==> src/rtl/stream_src.sv <==
// stream_src: val/rdy stream source that plays preloaded messages with a configurable inter-message gap
module stream_src #(
   parameter int p_msg_nbits       = 32,
   parameter int p_max_msgs        = 16,
   parameter int p_send_intv_delay = 0
) (
   input  logic                           clk,
   input  logic                           rst,
   input  logic                           cfg_wen,
   input  logic [$clog2(p_max_msgs)-1:0]  cfg_addr,
   input  logic [p_msg_nbits-1:0]         cfg_wdata,
   input  logic [$clog2(p_max_msgs):0]    num_msgs,
   input  logic                           start,
   output logic [p_msg_nbits-1:0]         msg,
   output logic                           val,
   input  logic                           rdy,
   output logic                           busy,
   output logic                           done,
   output logic [$clog2(p_max_msgs):0]    sent_count
);
   localparam int AW = $clog2(p_max_msgs);
   localparam int CW = AW + 1;
   localparam int DW = p_send_intv_delay > 1 ? $clog2(p_send_intv_delay) : 1;
   typedef enum logic [1:0] {IDLE, DELAY, SEND, DONE} state_t;
   state_t state_q, state_d;
   logic [CW-1:0] n_q, n_d, cnt_q, cnt_d;
   logic [DW-1:0] dly_q, dly_d;
   logic [p_msg_nbits-1:0] mem_q [p_max_msgs];
   logic cfg_ok, dly_last;
   // idx is the count of completed transfers, so the low bits of sent_count address the memory
   assign cfg_ok     = state_q == IDLE || state_q == DONE;
   assign dly_last   = dly_q == DW'(p_send_intv_delay - 1);
   assign val        = state_q == SEND;
   assign msg        = val ? mem_q[cnt_q[AW-1:0]] : '0;
   assign busy       = state_q == DELAY || state_q == SEND;
   assign done       = state_q == DONE;
   assign sent_count = cnt_q;
   // message memory, writable only while not playing; contents survive reset
   always_ff @(posedge clk) begin
      if (cfg_wen && cfg_ok) mem_q[cfg_addr] <= cfg_wdata;
   end
   // state, latched count, transfer count and gap counter
   always_ff @(posedge clk or posedge rst) begin
      if (rst) begin
         state_q <= IDLE;
         n_q     <= '0;
         cnt_q   <= '0;
         dly_q   <= '0;
      end else begin
         state_q <= state_d;
         n_q     <= n_d;
         cnt_q   <= cnt_d;
         dly_q   <= dly_d;
      end
   end
   // next-state: start latches min(num_msgs, depth); each transfer advances and may re-enter the gap
   always_comb begin
      state_d = state_q;
      n_d     = n_q;
      cnt_d   = cnt_q;
      dly_d   = dly_q;
      case (state_q)
         IDLE, DONE: if (start) begin
            n_d     = num_msgs > CW'(p_max_msgs) ? CW'(p_max_msgs) : num_msgs;
            cnt_d   = '0;
            dly_d   = '0;
            state_d = n_d == '0 ? DONE : (p_send_intv_delay > 0 ? DELAY : SEND);
         end
         DELAY: begin
            dly_d   = dly_last ? '0 : dly_q + DW'(1);
            state_d = dly_last ? SEND : DELAY;
         end
         SEND: if (rdy) begin
            cnt_d   = cnt_q + CW'(1);
            state_d = cnt_d == n_q ? DONE : (p_send_intv_delay > 0 ? DELAY : SEND);
         end
         default: state_d = IDLE;
      endcase
   end
endmodule

==> config.mk <==
export PLATFORM = sky130hd
export DESIGN_NAME = stream_src
export DESIGN_NICKNAME = d
export VERILOG_FILES = /design/src/rtl/stream_src.sv
export SDC_FILE = /design/constraint.sdc
export NUM_CORES = 1
export LEC_CHECK = 0
export BUFFER_PORTS_ARGS = -buffer_cell sky130_fd_sc_hd__buf_4
export CAP_MARGIN = 20
export CORE_ASPECT_RATIO = 1.4
export CORE_UTILIZATION = 30
export DETAILED_ROUTE_END_ITERATION = 8
export MAX_ROUTING_LAYER = met4
export REMOVE_ABC_BUFFERS = 1
export SETUP_SLACK_MARGIN = 0.3
export SYNTH_ARGS = -nofsm -noshare
export SYNTH_HDL_FRONTEND = slang
export SYNTH_SLANG_ARGS = --single-unit
export TNS_END_PERCENT = 100
==> constraint.sdc <==
create_clock -name clk -period 8.1 [get_ports clk]
set_clock_uncertainty 0.1 [all_clocks]
set_input_delay 1.215 -clock clk [delete_from_list [all_inputs] [get_ports clk]]
set_output_delay 1.215 -clock clk [all_outputs]
set_load 0.03 [all_outputs]
* Word level (Yosys, flattened, before mapping)
Memories as Yosys holds them, arrays and structs flattened. Index checks and enable logic that the tools add are counted.
Word-level totals: input port bits 46, memory bits (writable) 512, bits in registers 13, logic and storage cells 42, memories 1
Memory list:
- mem_q | depth 16, width 32, rd ports 1, clocked after Yosys merged registers in 0, write ports 1, RTL line 28 | logic [p_msg_nbits-1:0] mem_q [p_max_msgs];
Cells by class: add/subtract/negate cells 2, order comparisons 1, reductions and logical operators 12, mux-type cells 16, equal/unequal tests 6
Operator list (count):
- two-way mux 32 bit | 1
- two-way mux 5 bit | 3
- one-hot mux 5 bit (2 select lines) | 1
- two-way mux 1 bit | 6
- two-way mux 2 bit | 3
- one-hot mux 2 bit (3 select lines) | 1
- AND reduction 2 bit | 3
- adder 5 x 1 -> 5 bit, second input constant | 1
- == test 5 bit | 1
- > comparator 5 bit, second input constant | 1
- zero test 5 bit | 1
- == test 2 bit, second input constant | 2
- nonzero test 2 bit | 2
- AND reduction 3 bit | 1
- == test 2 x 1 -> 1 bit, second input constant | 1
- zero test 2 bit | 1
- logical OR 1 bit | 2
- != test 2 x 1 -> 1 bit, second input constant | 1
- != test 2 bit, second input constant | 1
- one-hot mux 1 bit (2 select lines) | 1
- OR reduction 2 bit | 1
- adder 1 bit, second input constant | 1
- logical AND 1 bit | 1

* Depth between registers and ports, before layout
depth after elaboration 6, gate-level depth with buffers 7, depth with buffers taken out 6

* Least setup slack after synthesis
No wires, ideal clock.
path type input to register, start input cfg_addr[2], end memory mem_q[0][0], enable pin, arrival 3.854 ns, cell stages on the path 2, library setup time 0.461 ns, required time 7.539 ns, setup slack 3.685 ns, cells stage by stage or3_1 nor3_1
RTL lines:
- start, declared | RTL line 10 | input logic [$clog2(p_max_msgs)-1:0] cfg_addr,
- end, declared | RTL line 28
Straight into the memory's write port.

* Worst setup path after layout
start register cnt_q[0], in the netlist sent_count[0], end output msg[15]
On the way: longest elaborated chain between the ends 2
RTL lines:
- start, declared | RTL line 26 | logic [CW-1:0] n_q, n_d, cnt_q, cnt_d;
- start signal, assigned | RTL line 52 | cnt_q <= cnt_d;
- memory read (16 x 32 bit)
- two-way mux 32 bit | RTL line 34 | assign msg = val ? mem_q[cnt_q[AW-1:0]] : '0;
- end, declared | RTL line 14 | output logic [p_msg_nbits-1:0] msg,
No other way between the ends.

==> results.toml <==
[die]
top_level_ports = 86
core_um2 = 66700
die-area_um2 = 68590
die_h_um = 309.5
start_util_pct = 30.37
die_w_um = 221.6
rows = 112

[pwr]
p_per_area_nw_per_um2 = 310.7
power_frac_comb_pct = 26.6
seq_power_share_pct = 44.4
power.leakage_nw = 7.246
pwr-share-clk_pct = 29.0
cell_internal_pwr_w = 0.005120
switching_share_pct = 29.71
vdd_drop_max_uv = 182.8
p_sw_w = 0.002164
power_w = 0.007284

[clock_network]
cts.htree.levels = 2
cts_tree = "yes"
cts-resized-gates = 0
postCtsHoldBufs = 0
insertion_delay_ns = 0.55
ctsLongestPathBuffers = 3
cts_inserted_buffers = 47
clock_sinks = 525
cts_setup_buffers = 0
cts-root-buf = "clkbuf_16"
clk_pin_slew_ns = 0.07

[worst_setup_path]
path_cells = "buf_12 > mux4_2 > mux2i_1 > o22ai_1 > buf_4"
required_ns = 6.78
crit_fanout = 77
timing.rr.start = "state_q[0]$_DFFE_PP0P_"
cpPeakStageDelay_ns = 1.00
cp.arrival_ns = 3.42
path_class = "reg2out"
end_kind = "output pin"
cp-start-kind = "register"
cp_slowest_cell = "dfrtp_4"
crit_start = "sent_count[0]$_DFFE_PP0P_"

[sta]
setup_viol = 0
slew_violations = 0
max_slew_margin_pct = 40.50
hold_viol = 0
final.period_utilization_pct = 58.47
grt_setup_unrepaired = "no"
max_freq_mhz = 211.2
worstMarginPinSlew_ns = 0.8926
finalCriticalPeriod_ns = 4.736
fin_setup_tns_ns = 0
setup_slack_ns = 3.364

[synth]
ys_warn_count = 0
synthMuxAreaShare_pct = 17.50
synth_xor_area_share_pct = 0.3458
synth_edf_count = 512
synth_cell_types = 33
ys_seq_elements = 525
synth_ff_type = "edfxtp_1"
synth_common_cells = "edfxtp_1 (512), mux4_2 (128), mux2i_1 (64), o22ai_1 (32), buf_2 (24)"
synth.largest_area_cell = "edfxtp_1"
yosysTopAreaCellShare_pct = 75.88
netlist_area_um2 = 20260
synth-simple-area-share_pct = 1.501
synth_compound_area_share_pct = 1.470
ys_seq_area_share_pct = 77.49
yosys.area_share.adder_pct = 0.2470
syn_area_per_cell_um2 = 22.69
netlist_instances = 893
synth_top_family_by_area = "multiplexers"
synth_area_leaders = "edfxtp_1 (76%), mux4_2 (14%), mux2i_1 (3.2%)"
yosysMostFrequentCell = "edfxtp_1"
async_flop_share_pct = 2.476

[min_path]
min_from = "n_q[0]$_DFFE_PP0P_"
min_path_type = "reg2reg"

[routing]
via_count = 9302
first_pass_iters = 4
avgViaCountPerCell = 4.914
drt_wl_total_mm = 44.90
drtAntennaViolNets = 0
drt_iter0_markers = 744
routedWlPerCell_um = 23.72
drc = 0

[place]
dp_slack_ns = 3.788
place_congestion = 0.7263
dp_hpwl_mm = 22.37
io_buffers = 85

[grt]
grt_max_degree = 78
grt_usage_pct = 13.48
grt_pass1_vias = 9675
grt.overflow.total = 0
grt_antenna_before_repair = 0
grt_pass1_wl_mm = 65.36

[layout]
diodes = 0
syn_to_final_growth_pct = 15.72
drive_gt1_share_pct = 31.41
nFillCells = 6134
nNetsFinal = 1054

[outcome]
outcome = "complete, no violations"

[flow_run]
max_cap_viol_count = 0
worst max-delay path: cells and delay by family, from the launching register on:
| family | cells | cell delay, ns |
|---|---|---|
| DFF | 1 | 1.00 |
| buffers and inverters | 2 | 0.85 |
| muxes | 2 | 0.77 |
| AOI/OAI and AO/OA | 1 | 0.20 |
placed cells by master, fill, tap and decap left out, drive strengths merged, types with 2 or more instances in the layout:
cell type	synthesis	routed
edfxtp	512	512
nand3	4	4
nand2	17	17
mux2i	64	64
ha	4	4
nor3	5	5
or4	2	2
clkinvlp	0	3
o22ai	32	32
xor2	3	3
mux2	2	2
nor2b	3	3
nor2	16	16
o21ai	10	10
buf	35	108
xnor2	5	5
inv	5	5
a21oi	3	3
clkinv	0	20
nand2b	9	9
clkbuf	11	57
bufinv	0	3
nor4	3	3
mux4	128	128
dfrtp	13	13
metrics by stage:
step	cells	utilization, %	instance area [um^2]	hold slack, ns
final	1893	35.15	23450	0.4185
after detailed placement	1810	32.99	22010	0.4052
after global placement	1810	32.99	22010	0.4026
after floorplan	847	-	19990	0.3689
after CTS	1893	35.15	23450	0.4292
after global routing	1893	35.15	23450	0.4486
metal layers:
layer  up-vias  global-route usage, %  routed length, um
li1       3986                      -                  -
met1      5057                  17.45              19700
met2       209                  22.21              22510
met3        50                  1.989               1832
met4         0                  3.618                858
met5         -                      -                  0
power groups by stage:
stage | Combinational [W] | Clock [W] | Sequential (W)
3_5_place_dp | 0.00198 | 0 | 0.00330
4_1_cts | 0.00199 | 0.00216 | 0.00324
5_1_grt | 0.00207 | 0.00225 | 0.00326
3_3_place_gp | 0.00197 | 0 | 0.00329
6_report | 0.00194 | 0.00211 | 0.00323
2_1_floorplan | 0.00137 | 0 | 0.00341
registers in the layout, summed over array words and instances, names as in the netlist:
name / count
dly_last: 1
sent_count: 5
state_q: 2
mem_q: 512
n_q: 5
cell families after synthesis:
family,count (synthesis)
flip-flops,525
multiplexers,194
AND/OR/NAND/NOR,62
buffers and inverters,51
AO/OA/AOI/OAI,49
XOR/XNOR,8
adder cells (fa/ha/maj),4
worst paths after layout:
kind,endpoint,slack (ns),depth (start not counted)
max in group asynchronous,sent_count[1]$_DFFE_PP0P_,6.93,2
setup reg to reg,mem_q[9][6]$_DFFE_PP_,5.11,5
setup / recovery,msg[15],3.36,5
min in group asynchronous,state_q[1]$_DFFE_PP0P_,0.59,2
hold reg to reg,n_q[0]$_DFFE_PP0P_,0.42,2
hold / removal,n_q[0]$_DFFE_PP0P_,0.42,2
layout make-up:
| cell class | count | area, um^2 | area share [%] |
|---|---|---|---|
| inverters | 5 | 18.77 | 0.08005 |
| flip-flops and latches | 525 | 15710 | 67.01 |
| clock buffers | 57 | 1214 | 5.176 |
| repair buffers | 108 | 823.3 | 3.511 |
| well taps | 855 | 1070 | 4.563 |
| clock inverters | 26 | 226.5 | 0.9659 |
| multi-input cells | 317 | 4383 | 18.69 |
No activity file was read; power rests on OpenSTA's default activity.
